[config.mk]
export PLATFORM = sky130hd
export DESIGN_NAME = rr_stream_arbiter
export DESIGN_NICKNAME = d
export VERILOG_FILES = /design/src/rtl/rr_arb_pkg.sv /design/src/rtl/rr_pick.sv /design/src/rtl/rr_stream_arbiter.sv
export SDC_FILE = /design/constraint.sdc
export NUM_CORES = 1
export LEC_CHECK = 0
export BUFFER_PORTS_ARGS = -buffer_cell sky130_fd_sc_hd__buf_2
export CORE_MARGIN = 1.5
export CORE_UTILIZATION = 45
export CTS_CLUSTER_DIAMETER = 150
export DETAILED_ROUTE_END_ITERATION = 6
export PLACE_DENSITY = 0.83
export SLEW_MARGIN = 10
export SYNTH_ARGS = -nofsm -noshare
export SYNTH_HDL_FRONTEND = slang
export SYNTH_SLANG_ARGS = --single-unit
export TNS_END_PERCENT = 5
[constraint.sdc]
create_clock -name clk_i -period 8.93 [get_ports clk_i]
set_input_delay 0.4465 -clock clk_i [delete_from_list [all_inputs] [get_ports clk_i]]
set_output_delay 0.4465 -clock clk_i [all_outputs]
set_load 0.02 [all_outputs]
[src/rtl/rr_arb_pkg.sv]
// Shared types and helpers for the round-robin stream arbiter.
package rr_arb_pkg;

    // IDLE arbitrates every beat; LOCKED holds the grant until the packet's last beat.
    typedef enum logic [0:0] {idle_s, locked_s} arb_state_e;

    // Modular increment used both for the search walk and for advancing the pointer.
    function automatic int next_idx(input int idx, input int n);
        return (idx + 1 >= n) ? 0 : idx + 1;
    endfunction

endpackage

[src/rtl/rr_pick.sv]
// Combinational rotating-priority picker: first requester found starting at ptr.
module rr_pick
    import rr_arb_pkg::*;
#(
    parameter int num_req_p = 4,
    parameter int idx_w     = 2
) (
    input  logic [num_req_p-1:0] req,
    input  logic [idx_w-1:0]     ptr,
    output logic [num_req_p-1:0] grant,
    output logic [idx_w-1:0]     idx,
    output logic                 found
);

    int k;

    // Walk ptr, ptr+1, ... with wraparound and latch onto the first active request.
    always_comb begin
        grant = '0;
        idx   = '0;
        found = 1'b0;
        k     = int'(ptr);
        for (int i = 0; i < num_req_p; i++) begin
            if (!found && req[k]) begin
                found    = 1'b1;
                grant[k] = 1'b1;
                idx      = idx_w'(k);
            end
            k = next_idx(k, num_req_p);
        end
    end

endmodule

[src/rtl/rr_stream_arbiter.sv]
// Round-robin arbiter sharing one registered valid/ready output among several streams,
// with optional packet lock that holds the grant until the winner's last beat.
module rr_stream_arbiter
    import rr_arb_pkg::*;
#(
    parameter int num_req_p     = 4,
    parameter int width_p       = 8,
    parameter int packet_mode_p = 1,
    localparam int idx_w        = (num_req_p > 1) ? $clog2(num_req_p) : 1
) (
    input  logic                         clk_i,
    input  logic                         reset_ni,
    input  logic [num_req_p-1:0]         valid_i,
    input  logic [num_req_p*width_p-1:0] data_i,
    input  logic [num_req_p-1:0]         last_i,
    output logic [num_req_p-1:0]         ready_o,
    output logic                         valid_o,
    output logic [width_p-1:0]           data_o,
    output logic                         last_o,
    output logic [idx_w-1:0]             src_o,
    input  logic                         ready_i
);

    arb_state_e           state_r, state_n;
    logic [idx_w-1:0]     ptr_r, ptr_n;
    logic [idx_w-1:0]     lock_r, lock_n;
    logic [num_req_p-1:0] pick_grant;
    logic [idx_w-1:0]     pick_idx;
    logic                 pick_found;
    logic [idx_w-1:0]     winner;
    logic                 winner_ok;
    logic                 can_load;
    logic                 fire;
    logic [width_p-1:0]   data_arr [num_req_p];

    for (genvar g = 0; g < num_req_p; g++) begin : g_unpack
        assign data_arr[g] = data_i[g*width_p +: width_p];
    end

    // Output slot can take a new beat when empty or being drained this cycle; never in reset.
    assign can_load = reset_ni & (~valid_o | ready_i);

    rr_pick #(
        .num_req_p (num_req_p),
        .idx_w     (idx_w)
    ) u_pick (
        .req   (valid_i),
        .ptr   (ptr_r),
        .grant (pick_grant),
        .idx   (pick_idx),
        .found (pick_found)
    );

    // Choose the winner, drive its ready and work out pointer/lock/state for the next cycle.
    always_comb begin
        state_n   = state_r;
        ptr_n     = ptr_r;
        lock_n    = lock_r;
        ready_o   = '0;
        winner    = pick_idx;
        winner_ok = pick_found;
        if (state_r == locked_s) begin
            winner    = lock_r;
            winner_ok = 1'b1;
        end
        if (can_load && winner_ok) begin
            ready_o[winner] = 1'b1;
        end
        fire = |(valid_i & ready_o);
        if (fire) begin
            if (packet_mode_p == 0 || last_i[winner]) begin
                ptr_n   = idx_w'(next_idx(int'(winner), num_req_p));
                state_n = idle_s;
            end else begin
                lock_n  = winner;
                state_n = locked_s;
            end
        end
    end

    // Arbitration state register.
    always_ff @(posedge clk_i or negedge reset_ni) begin
        if (!reset_ni) begin
            state_r <= idle_s;
            ptr_r   <= '0;
            lock_r  <= '0;
        end else begin
            state_r <= state_n;
            ptr_r   <= ptr_n;
            lock_r  <= lock_n;
        end
    end

    // One-entry output register: load on transfer, otherwise empty once downstream takes it.
    always_ff @(posedge clk_i or negedge reset_ni) begin
        if (!reset_ni) begin
            valid_o <= 1'b0;
            data_o  <= '0;
            last_o  <= 1'b0;
            src_o   <= '0;
        end else if (fire) begin
            valid_o <= 1'b1;
            data_o  <= data_arr[winner];
            last_o  <= last_i[winner];
            src_o   <= winner;
        end else if (ready_i) begin
            valid_o <= 1'b0;
        end
    end

endmodule

==> impl_metrics.tcl <==
set metrics [dict create \
    mostFrequentLayoutCell "buf_2" \
    grtUsageTotal_pct 19.2 \
    worstMarginPinSlew_ns 0.531 \
    drv_slew 0 \
    cts_tree "built" \
    cts-resized-gates 0 \
    die_w_um 59.6 \
    cts_root_buf "clkbuf_4" \
    syn_inst 150 \
    skew_ns 0.00250 \
    cts_inserted_buffers 3 \
    drc 0 \
    syn_to_final_growth_pct 23.5 \
    vias 1418 \
    max_cap_viol_count 0 \
    layout-drive-gt1-share_pct 35.4 \
    synth_async_sr_flop_share_pct 100 \
    synthXorXnorAreaFrac_pct 0 \
    max-vdd-ir-drop_uv 187 \
    p_leak_nw 0.941 \
    cp_cell_sequence "inv_1, ha_1, mux4_2, o21ai_1, a22o_1, a221oi_2, a2bb2oi_2, buf_4, inv_1, ha_1, a22oi_1, nand2_1, and2_1, nand2_1, mux2_4" \
    cts.clk_slew.worst_paths_ns 0.10 \
    clk_latency_ns 0.28 \
    vias_per_cell 5.67 \
    synth_compound_area_share_pct 23.5 \
    finalHoldViolCount 0 \
    ys_seq_elements 17 \
    ant_nets 0 \
    fin_tns_setup_ns 0 \
    yosys.area.top_type "dfrtp_1" \
    initial_core_util_pct 47.3 \
    slowest_delay_ns 0.69 \
    routed_wl_mm 3.37 \
    critPathArrivalTime_ns 4.27 \
    timing.fmax_mhz 244 \
    synth_top_family_by_area "compound AO/OA/AOI/OAI gates" \
    cp_slowest_cell "dfrtp_1" \
    rsz0062_at_grt "no" \
    cp.required_ns 9.10 \
    yosys.area_share.simple_pct 14.6 \
    antenna_found_initial 0 \
    reg2regPathDepth 15 \
    gp_congestion 0.962 \
    worst-path-max-fanout 22 \
    yosysTopAreaCellShare_pct 29.5 \
    post_drt_wl_per_cell_um 13.5 \
    ctsHoldBuffers 0 \
    htree_levels 1 \
    fp.dieH_um 59.6 \
    startpoint_type "register" \
    endpoint_kind "register" \
    io_buffers 58 \
    post_cts_buffers 0 \
    stdcell_count 250 \
    yosysSeqAreaShare_pct 29.5 \
    min_path_type "primary input to asynchronous set/reset pin" \
    drt-pass1-iter-count 5 \
    grt_pass1_vias 1287 \
    dp_hpwl_mm 2.70 \
    rows 20 \
    syn_nets 201 \
    synth_edf_count 0 \
    grt_max_degree 23 \
    status "completed" \
    syn_avg_cell_area_sq_um 9.63 \
    synthMuxAreaShare_pct 21.4 \
    synth_warnings 0 \
    drt_iter0_markers 41 \
    dieArea_sq_um 3560 \
    boundaryPins 59 \
    grt.overflow.total 0 \
    layout_common_cells "buf_2, mux2i_1, nand2_1, dfrtp_1" \
    ys_types 41 \
    finalSetupViolCount 0 \
    finalCriticalPeriod_ns 4.10 \
    cts.sinks 17 \
    core_sq_um 3050 \
    synth_ff_type "dfrtp_1" \
    power_density_nw_per_um2 355 \
    nets 258 \
    finalCritPeriodShare_pct 45.9 \
    critPathKind "register to register" \
    diodes 0 \
    dp.cells 246 \
    relSlewSlack_pct 64.6 \
    netlist_top_cells_area "dfrtp_1, mux2i_1, ha_1" \
    grt_pass1_wl_mm 5.29 \
    netlist_area_sq_um 1440 \
    clockBufferDepth 2 \
    synthAdderAreaFrac_pct 6.93 \
]
[final cells by class]
cell class / instances / area [sq um]
timing repair buffer: 59 / 298
tap: 44 / 55.1
inverter: 5 / 18.8
multi-input combinational: 121 / 960
fill: 283 / 1270
clock buffer: 4 / 26.3
sequential: 17 / 425
[critical path: cells and delay by family, from the launching register on]
family	cells	cell delay, ns
buffers and inverters	3	0.63
adder cells (fa/ha/maj)	2	0.66
multiplexers	2	0.73
flip-flops	1	0.69
AND/OR/NAND/NOR	3	0.50
AO/OA/AOI/OAI	5	0.79
[stage by stage]
stage          total power (W)  worst slack, ns  instance area [sq um]  utilization (%)  hold slack [ns]
2_1_floorplan         0.000496             5.29                   1440                -            0.151
3_3_place_gp          0.000587             4.98                   1760             57.5            0.383
3_5_place_dp          0.000594             4.86                   1760             57.5            0.393
4_1_cts               0.000634             4.83                   1780             58.4           0.0828
5_1_grt               0.000686             4.49                   1780             58.4           0.0757
6_report              0.000633             4.83                   1780             58.4           0.0778
[logic make-up (layout without fill, tap and decap cells)]
| group | after synthesis | in the layout |
|---|---|---|
| AND/OR/NAND/NOR | 44 | 44 |
| AO/OA/AOI/OAI | 42 | 42 |
| multiplexers | 27 | 27 |
| flip-flops | 17 | 17 |
| buffers and inverters | 12 | 68 |
| adder cells (fa/ha/maj) | 8 | 8 |
[report_power, final]
group	total [W]	internal, W	switching (W)
registers	0.000145	0.000114	0.0000312
logic	0.000447	0.000192	0.000256
clock network	0.0000402	0.0000173	0.0000229
total	0.000633	0.000323	0.000310
[path summary, 6_finish.rpt]
check | slack [ns] | end | from
worst max-delay path | 4.83 | lock_r[1]$_DFFE_PN0P_ | ptr_r[0]$_DFFE_PN0P_
worst min-delay path | 0.08 | data_o[0]$_DFFE_PN0P_ | reset_ni
worst max register to register | 4.83 | lock_r[1]$_DFFE_PN0P_ | ptr_r[0]$_DFFE_PN0P_
worst min register to register | 0.49 | data_o[2]$_DFFE_PN0P_ | data_o[2]$_DFFE_PN0P_
max in group asynchronous | 8.57 | ptr_r[1]$_DFFE_PN0P_ | reset_ni
min in group clk_i | 0.43 | valid_o$_DFFE_PN0P_ | ready_i
[Yosys cell counts (2+ instances only)]
cell and number:
nand3_1 4, a22oi_1 3, clkbuf_1 3, o21ai_0 2, and2_1 6, mux2_4 2
mux2_2 3, o21ai_1 3, ha_1 8, inv_1 5, a221oi_1 2, o31ai_1 2
o21bai_1 2, a222oi_1 2, mux4_2 2, nand2_1 18, buf_2 2, nor4_1 2
nor2b_1 4, o221ai_1 8, a21oi_1 4, mux2i_1 20, nor3_1 2, o31a_1 2
o2111ai_1 2, dfrtp_1 17, nor2_1 5, o21a_1 2
[registers in the layout, indices dropped and copies added (netlist names)]
| signal | count |
|---|---|
| last_o | 1 |
| lock_r | 2 |
| valid_o | 1 |
| state_r | 1 |
| ptr_r | 2 |
| src_o | 2 |
| data_o | 8 |
[routing by layer]
| layer | wire, um | vias up | GRT usage (%) |
|---|---|---|---|
| met5 | 0 | - | 0 |
| met4 | 59 | 0 | 8.89 |
| met3 | 275 | 6 | 4.15 |
| met2 | 1590 | 76 | 30.9 |
| met1 | 1450 | 644 | 24.5 |
| li1 | - | 692 | - |
Note: power is estimated with default switching activity, not from simulation.
